File: config.mk
export PLATFORM = sky130hd
export DESIGN_NAME = reply_scheduler
export DESIGN_NICKNAME = d
export VERILOG_FILES = /design/src/rtl/reply_sched_pkg.sv /design/src/rtl/blf_tick_gen.sv /design/src/rtl/reply_scheduler.sv
export SDC_FILE = /design/constraint.sdc
export NUM_CORES = 1
export LEC_CHECK = 0
export ABC_AREA = 1
export ABC_CLOCK_PERIOD_IN_PS = 2760
export CELL_PAD_IN_SITES_DETAIL_PLACEMENT = 1
export CELL_PAD_IN_SITES_GLOBAL_PLACEMENT = 1
export CORE_AREA = 5 5 90 101
export CTS_BUF_LIST = sky130_fd_sc_hd__clkbuf_4 sky130_fd_sc_hd__clkbuf_8 sky130_fd_sc_hd__clkbuf_16
export DETAILED_ROUTE_END_ITERATION = 10
export DIE_AREA = 0 0 95 106
export PLACE_DENSITY_LB_ADDON = 0.12
export SYNTH_ARGS = -nofsm -noshare
export SYNTH_HDL_FRONTEND = slang
export SYNTH_SLANG_ARGS = --single-unit
File: constraint.sdc
create_clock -name clk -period 2.76 [get_ports clk]
set_input_delay 0.552 -clock clk [delete_from_list [all_inputs] [get_ports clk]]
set_output_delay 0.552 -clock clk [all_outputs]
set_load 0.01 [all_outputs]
File: src/rtl/reply_sched_pkg.sv
// Shared state encoding, timing defaults and Miller symbol-length lookup for reply_scheduler.
package reply_sched_pkg;

    typedef enum logic [1:0] {
        ST_IDLE    = 2'd0,
        ST_WAIT_T1 = 2'd1,
        ST_ACTIVE  = 2'd2,
        ST_T2_WAIT = 2'd3
    } state_t;

    localparam int DEF_DIV_W     = 8;
    localparam int DEF_T1_TPRI   = 10;
    localparam int DEF_WDOG_SYMS = 1023;
    localparam int DEF_T2_TPRI   = 20;

    localparam int WDOG_W = 10;
    localparam int TCNT_W = 16;

    // Miller index m gives 2^m BLF periods per symbol.
    function automatic logic [3:0] sym_len(input logic [1:0] m);
        return 4'd1 << m;
    endfunction

endpackage

File: src/rtl/blf_tick_gen.sv
// BLF period divider and Miller symbol prescaler with synchronous restarts.
module blf_tick_gen
    import reply_sched_pkg::*;
#(
    parameter int DIV_W = DEF_DIV_W
) (
    input  logic             clk,
    input  logic             rst_n,
    input  logic             en,
    input  logic             restart_blf,
    input  logic             restart_sym,
    input  logic [DIV_W-1:0] div,
    input  logic [1:0]       m,
    output logic             blf_tick,
    output logic             sym_tick
);

    logic [DIV_W-1:0] blf_cnt;
    logic [2:0]       pre_cnt;
    logic [2:0]       pre_top;

    assign pre_top  = 3'(sym_len(m) - 4'd1);
    assign blf_tick = en && (blf_cnt == div - DIV_W'(1));
    assign sym_tick = blf_tick && (pre_cnt == pre_top);

    // Counters sit at zero while idle; restarts take priority over counting.
    always_ff @(posedge clk or negedge rst_n) begin
        if (!rst_n) begin
            blf_cnt <= '0;
            pre_cnt <= '0;
        end else begin
            if (restart_blf || !en || blf_tick) begin
                blf_cnt <= '0;
            end else begin
                blf_cnt <= blf_cnt + DIV_W'(1);
            end

            if (restart_sym || !en) begin
                pre_cnt <= '0;
            end else if (blf_tick) begin
                pre_cnt <= (pre_cnt == pre_top) ? 3'd0 : pre_cnt + 3'd1;
            end
        end
    end

endmodule

File: src/rtl/reply_scheduler.sv
// Backscatter reply sequencer: T1 turnaround, symbol strobes, clear/abort/watchdog handling.
// Optional T2 window timer is enabled by defining REPLY_T2_TIMER_EN.
module reply_scheduler
    import reply_sched_pkg::*;
#(
    parameter int DIV_W     = DEF_DIV_W,
    parameter int T1_TPRI   = DEF_T1_TPRI,
    parameter int WDOG_SYMS = DEF_WDOG_SYMS,
    parameter int T2_TPRI   = DEF_T2_TPRI
) (
    input  logic             clk,
    input  logic             rst_n,
    input  logic             i_cmd_done_dec,
    input  logic             i_reply_req_cu,
    input  logic [DIV_W-1:0] i_blf_div,
    input  logic [1:0]       i_m_dec,
    input  logic             i_done_ocu,
    input  logic             i_abort_cu,
    output logic             o_datarate_ocu,
    output logic             o_clear_ocu,
    output logic             o_reply_active,
    output logic             o_busy,
    output logic             o_timeout,
    output logic             o_t2_expired
);

    state_t            state;
    logic [DIV_W-1:0]  div_q;
    logic [1:0]        m_q;
    logic [TCNT_W-1:0] t1_cnt;
    logic [WDOG_W-1:0] wdog;
    logic              clr_pend;

    logic blf_tick;
    logic sym_tick;
    logic live;
    logic enter_t1;
    logic t1_done;
    logic sym_ok;
    logic wdog_hit;
    logic want_clear;
    logic [DIV_W-1:0] div_lat;

    assign div_lat  = (i_blf_div < DIV_W'(2)) ? DIV_W'(2) : i_blf_div;
    assign live     = (state == ST_WAIT_T1) || (state == ST_ACTIVE);
    assign enter_t1 = i_cmd_done_dec && i_reply_req_cu && !i_abort_cu;
    assign t1_done  = (state == ST_WAIT_T1) && blf_tick && (t1_cnt == '0)
                      && !i_abort_cu && !i_cmd_done_dec;
    assign sym_ok   = (state == ST_ACTIVE) && sym_tick
                      && !i_abort_cu && !i_cmd_done_dec && !i_done_ocu;
    assign wdog_hit = sym_ok && (wdog == WDOG_W'(WDOG_SYMS - 1));

    // The symbol that would exceed the watchdog budget is swallowed, not strobed.
    assign o_datarate_ocu = sym_ok && !wdog_hit;
    assign want_clear     = enter_t1 || (live && (i_abort_cu || i_cmd_done_dec)) || wdog_hit;

    assign o_busy         = (state != ST_IDLE);
    assign o_reply_active = (state == ST_ACTIVE);

    blf_tick_gen #(
        .DIV_W (DIV_W)
    ) u_tick_gen (
        .clk         (clk),
        .rst_n       (rst_n),
        .en          (o_busy),
        .restart_blf (enter_t1),
        .restart_sym (t1_done),
        .div         (div_q),
        .m           (m_q),
        .blf_tick    (blf_tick),
        .sym_tick    (sym_tick)
    );

`ifdef REPLY_T2_TIMER_EN
    logic [TCNT_W-1:0] t2_cnt;
`else
    logic unused_t2;
    assign unused_t2    = T2_TPRI[0];
    assign o_t2_expired = 1'b0;
`endif

    // Abort and reader commands preempt every state; otherwise each state runs its own timer.
    always_ff @(posedge clk or negedge rst_n) begin
        if (!rst_n) begin
            state       <= ST_IDLE;
            div_q       <= DIV_W'(2);
            m_q         <= 2'd0;
            t1_cnt      <= '0;
            wdog        <= '0;
            clr_pend    <= 1'b0;
            o_clear_ocu <= 1'b0;
            o_timeout   <= 1'b0;
`ifdef REPLY_T2_TIMER_EN
            t2_cnt       <= '0;
            o_t2_expired <= 1'b0;
`endif
        end else begin
            // A pending clear absorbs any further request, so pulses never abut.
            clr_pend    <= want_clear && !clr_pend;
            o_clear_ocu <= clr_pend;
`ifdef REPLY_T2_TIMER_EN
            o_t2_expired <= 1'b0;
`endif
            if (i_cmd_done_dec) begin
                div_q     <= div_lat;
                m_q       <= i_m_dec;
                o_timeout <= 1'b0;
            end

            if (i_abort_cu) begin
                state <= ST_IDLE;
            end else if (i_cmd_done_dec) begin
                if (i_reply_req_cu) begin
                    state  <= ST_WAIT_T1;
                    t1_cnt <= TCNT_W'(T1_TPRI - 1);
                end else begin
                    state <= ST_IDLE;
                end
            end else begin
                case (state)
                    ST_IDLE: begin
                        state <= ST_IDLE;
                    end
                    ST_WAIT_T1: begin
                        if (blf_tick) begin
                            if (t1_cnt == '0) begin
                                state <= ST_ACTIVE;
                                wdog  <= '0;
                            end else begin
                                t1_cnt <= t1_cnt - TCNT_W'(1);
                            end
                        end
                    end
                    ST_ACTIVE: begin
                        if (i_done_ocu) begin
`ifdef REPLY_T2_TIMER_EN
                            state  <= ST_T2_WAIT;
                            t2_cnt <= TCNT_W'(T2_TPRI - 1);
`else
                            state <= ST_IDLE;
`endif
                        end else if (wdog_hit) begin
                            state     <= ST_IDLE;
                            o_timeout <= 1'b1;
                        end else if (sym_tick) begin
                            wdog <= wdog + WDOG_W'(1);
                        end
                    end
`ifdef REPLY_T2_TIMER_EN
                    ST_T2_WAIT: begin
                        if (blf_tick) begin
                            if (t2_cnt == '0) begin
                                state        <= ST_IDLE;
                                o_t2_expired <= 1'b1;
                            end else begin
                                t2_cnt <= t2_cnt - TCNT_W'(1);
                            end
                        end
                    end
`endif
                    default: begin
                        state <= ST_IDLE;
                    end
                endcase
            end
        end
    end

endmodule

==> metrics.md <==
| Metric | Value |
|---|---|
| Initial antenna violation count | `0` |
| Worst-path clk slew | `110 ps` |
| Final Cycle Share | `98.5%` |
| Main combinational cell family by area after synthesis | `simple AND/OR/NAND/NOR gates` |
| Ys Warns | `0` |
| WP data required | `2210 ps` |
| First-pass GRT wire length | `15400 microns` |
| DRC viols | `0` |
| Synth Instances | `441` |
| CP arrival | `2170 ps` |
| Clk sinks | `52` |
| CTS Hold Bufs | `0` |
| Top cell type's share of synthesized area | `36.6%` |
| Area leader, netlist | `dfrtp_1` |
| Bufs and invs on worst path | `2` |
| Via count | `3000` |
| Share of cells above drive strength 1 | `18.3%` |
| Final core utilization | `50.1%` |
| Placed instance count | `580` |
| Ports | `22` |
| N_diodes | `0` |
| Lkg Pwr | `1.83 nW` |
| Die Width | `95 microns` |
| Via/cell ratio | `5.08` |
| GRT Max-Usage Layer | `met2` |
| Final Skew | `15.6 ps` |
| Tightest Hold Check Type | `primary input to async pin` |
| Mean post-synth cell area | `7.91 sq um` |
| Total CTS buffers | `5` |
| Hpwl dp | `6770 microns` |
| Max-slew violations | `0` |
| Mapped Nets | `466` |
| Worst-case clock buffer depth | `2` |
| Area after DPL | `0.00390 sq mm` |
| Initial Util | `43.3%` |
| Master of the slowest instance on the critical path | `dfstp_2` |
| Worst reg2reg endpoint | `t1_cnt[3]` |
| CP dominant cell by count | `nor2_1` |
| RSZ-0062 raised after global routing | `true` |
| Synth top area cells | `dfrtp_1 37%, nand2_1 13%, nor2_1 5.7%` |
| WL/cell | `14.9 microns` |
| GR Util met2 | `36.7%` |
| Post-synth cell types | `40` |
| # Max-Cap Violations | `0` |
| WP depth | `11` |
| Outcome | `finished clean` |
| Critical register-to-register path startpoint | `div_q[1]` |
| Reg2Reg Setup Slack | `320 ps` |
| TritonCTS clock tree | `done` |
| Slowest stage delay, CP | `550 ps` |
| Worst path cell trace | `inv_2 -> ha_4 -> nor2_1 -> nor2_1 -> nand3_1 -> nor2_2 -> nand2_2 -> nor2_4 -> nand4_4 -> nor3b_2 -> buf_2` |
| Commonest non-fill, non-tap cell in the layout | `nand2_1` |
| Core area | `0.00806 sq mm` |
| Register area share after synthesis | `37.4%` |
| GR met1 Demand/Resource | `22.9%` |
| Netlist Area Pre-Place | `0.00349 sq mm` |
| GP Congestion | `0.795` |
| Die area | `0.0101 sq mm` |
| ANT nets after route | `0` |
| Filler Cells Inserted | `1023` |
| XOR/XNOR Fraction of Synth Area | `7.28%` |
| Largest net degree at the start of global routing | `34` |
| First drt pass iteration count | `5` |
| Register bit total from synthesis | `52` |
| Area grow syn2layout | `15.7%` |
| Slew margin rel. | `55.9%` |
| Synth Area in Simple Gates | `36.0%` |
| Power Density | `498 mW/mm^2` |
| I/O Buffers | `20` |
| Setup-failing EPs final | `0` |
| Skew-Pair Late Insertion Delay | `320 ps` |
| Non-Filler Instances | `591` |
| Vias in the first global route | `3178` |
| IR drop worst, VDD | `0.288 mV` |
| F_max | `368 MHz` |
| Final hold violation count | `0` |
| CP max FO | `3` |
| Mux share of post-synthesis cell area | `0%` |
| Final wirelength | `8820 microns` |
| DRT iter0 DRCs | `84` |
| Fin area | `0.00404 sq mm` |
| Met3 Use GR | `2.12%` |
| Worst setup SP type | `register` |
| WHS | `246 ps` |
| Fin crit period | `2720 ps` |
| Gr usage total | `19.2%` |
| Compound-Gate Fraction of Synth Area | `8.47%` |
| Grt total ovfl | `0` |
| Setup_tns | `0 ps` |
| Crit. End Element | `output pin` |
| Critical path type | `register to output pin` |
| Nets | `504` |
| Most frequent cells in the layout | `117 x nand2_1, 53 x nor2_1, 51 x dfrtp_1, 42 x inv_1, 23 x nand3_1` |
| Htree depth | `2` |
| Die height | `106 microns` |
| Worst reg2reg path depth | `14` |
| Root buf cell | `clkbuf_8` |
| FP Rows | `35` |
| Worst slew pin tran | `662 ps` |
| Post-synthesis adder-cell area fraction | `3.23%` |
| CP delay by family, top | `simple AND/OR/NAND/NOR gates` |
through the flow:
step / setup WS [ps] / total power [mW]
finish: 41.5 / 2.01
detailed placement: -229 / 1.55
floorplan: 367 / 1.36
CTS: 1.76 / 2.03
global route: -130 / 2.16
global placement: -183 / 1.52
report_power, final:
part	total, mW	switching (mW)	internal [mW]
clock	0.474	0.282	0.191
combinational	0.619	0.377	0.242
sequential	0.917	0.0835	0.833
total	2.01	0.742	1.27
registers in the layout, indices dropped and copies added, names as in the netlist:
name	flops
clr_pend	1
state	2
o_clear_ocu	1
u_tick_gen.blf_cnt	8
t1_cnt	16
u_tick_gen.pre_cnt	3
wdog	10
o_timeout	1
div_q	8
m_q	2
worst max-delay path by stage:
stage	from	to	slack, ps
floorplan	div_q[1]	o_datarate_ocu	370
global placement	div_q[1]	o_datarate_ocu	-180
detailed placement	div_q[1]	o_datarate_ocu	-230
CTS	div_q[1]	o_datarate_ocu	2
global route	div_q[1]	o_datarate_ocu	-130
finish	div_q[1]	o_datarate_ocu	40
synthesized netlist by cell type (all sizes together):
cell and count:
buf 9, nor3 9, nand3 29, and3 1, o31ai 14, xnor2 11
o21ai 15, clkbuf 3, or4 1, dfrtp 51, nor4b 1, xor2 18
o22ai 1, ha 9, or2 1, dfstp 1, a31oi 1, nor3b 4
conb 1, a21oi 3, nor2 61, inv 48, nor4 7, nand2 128
nand4 14
what timing repair did:
action,in CTS,in global routing
gates resized for setup,8,0
setup endpoints to repair,1,1
buffers inserted,2,1
pin swaps,2,5
kinds of logic after synthesis:
family	after synthesis
simple gates	256
xor+xnor	29
fa+ha+maj	9
other cells	1
compound gates	34
flops	52
buf+inv	60
per-layer routing:
| layer | part of all wire (%) | vias up |
|---|---|---|
| met5 | 0 | - |
| met4 | 0.84 | 0 |
| met3 | 1.1 | 6 |
| met2 | 56 | 18 |
| met1 | 42 | 1483 |
| li1 | - | 1493 |
layout make-up:
type,count,area [sq um],area share [%]
clock buffer,6,76.3,1.89
tap,111,139,3.44
clock inverter,2,16.3,0.403
inverter,48,180,4.47
multi-input combinational,329,1950,48.2
timing repair buffer,43,375,9.30
sequential,52,1300,32.3
Power figures use the tool's default switching activity.
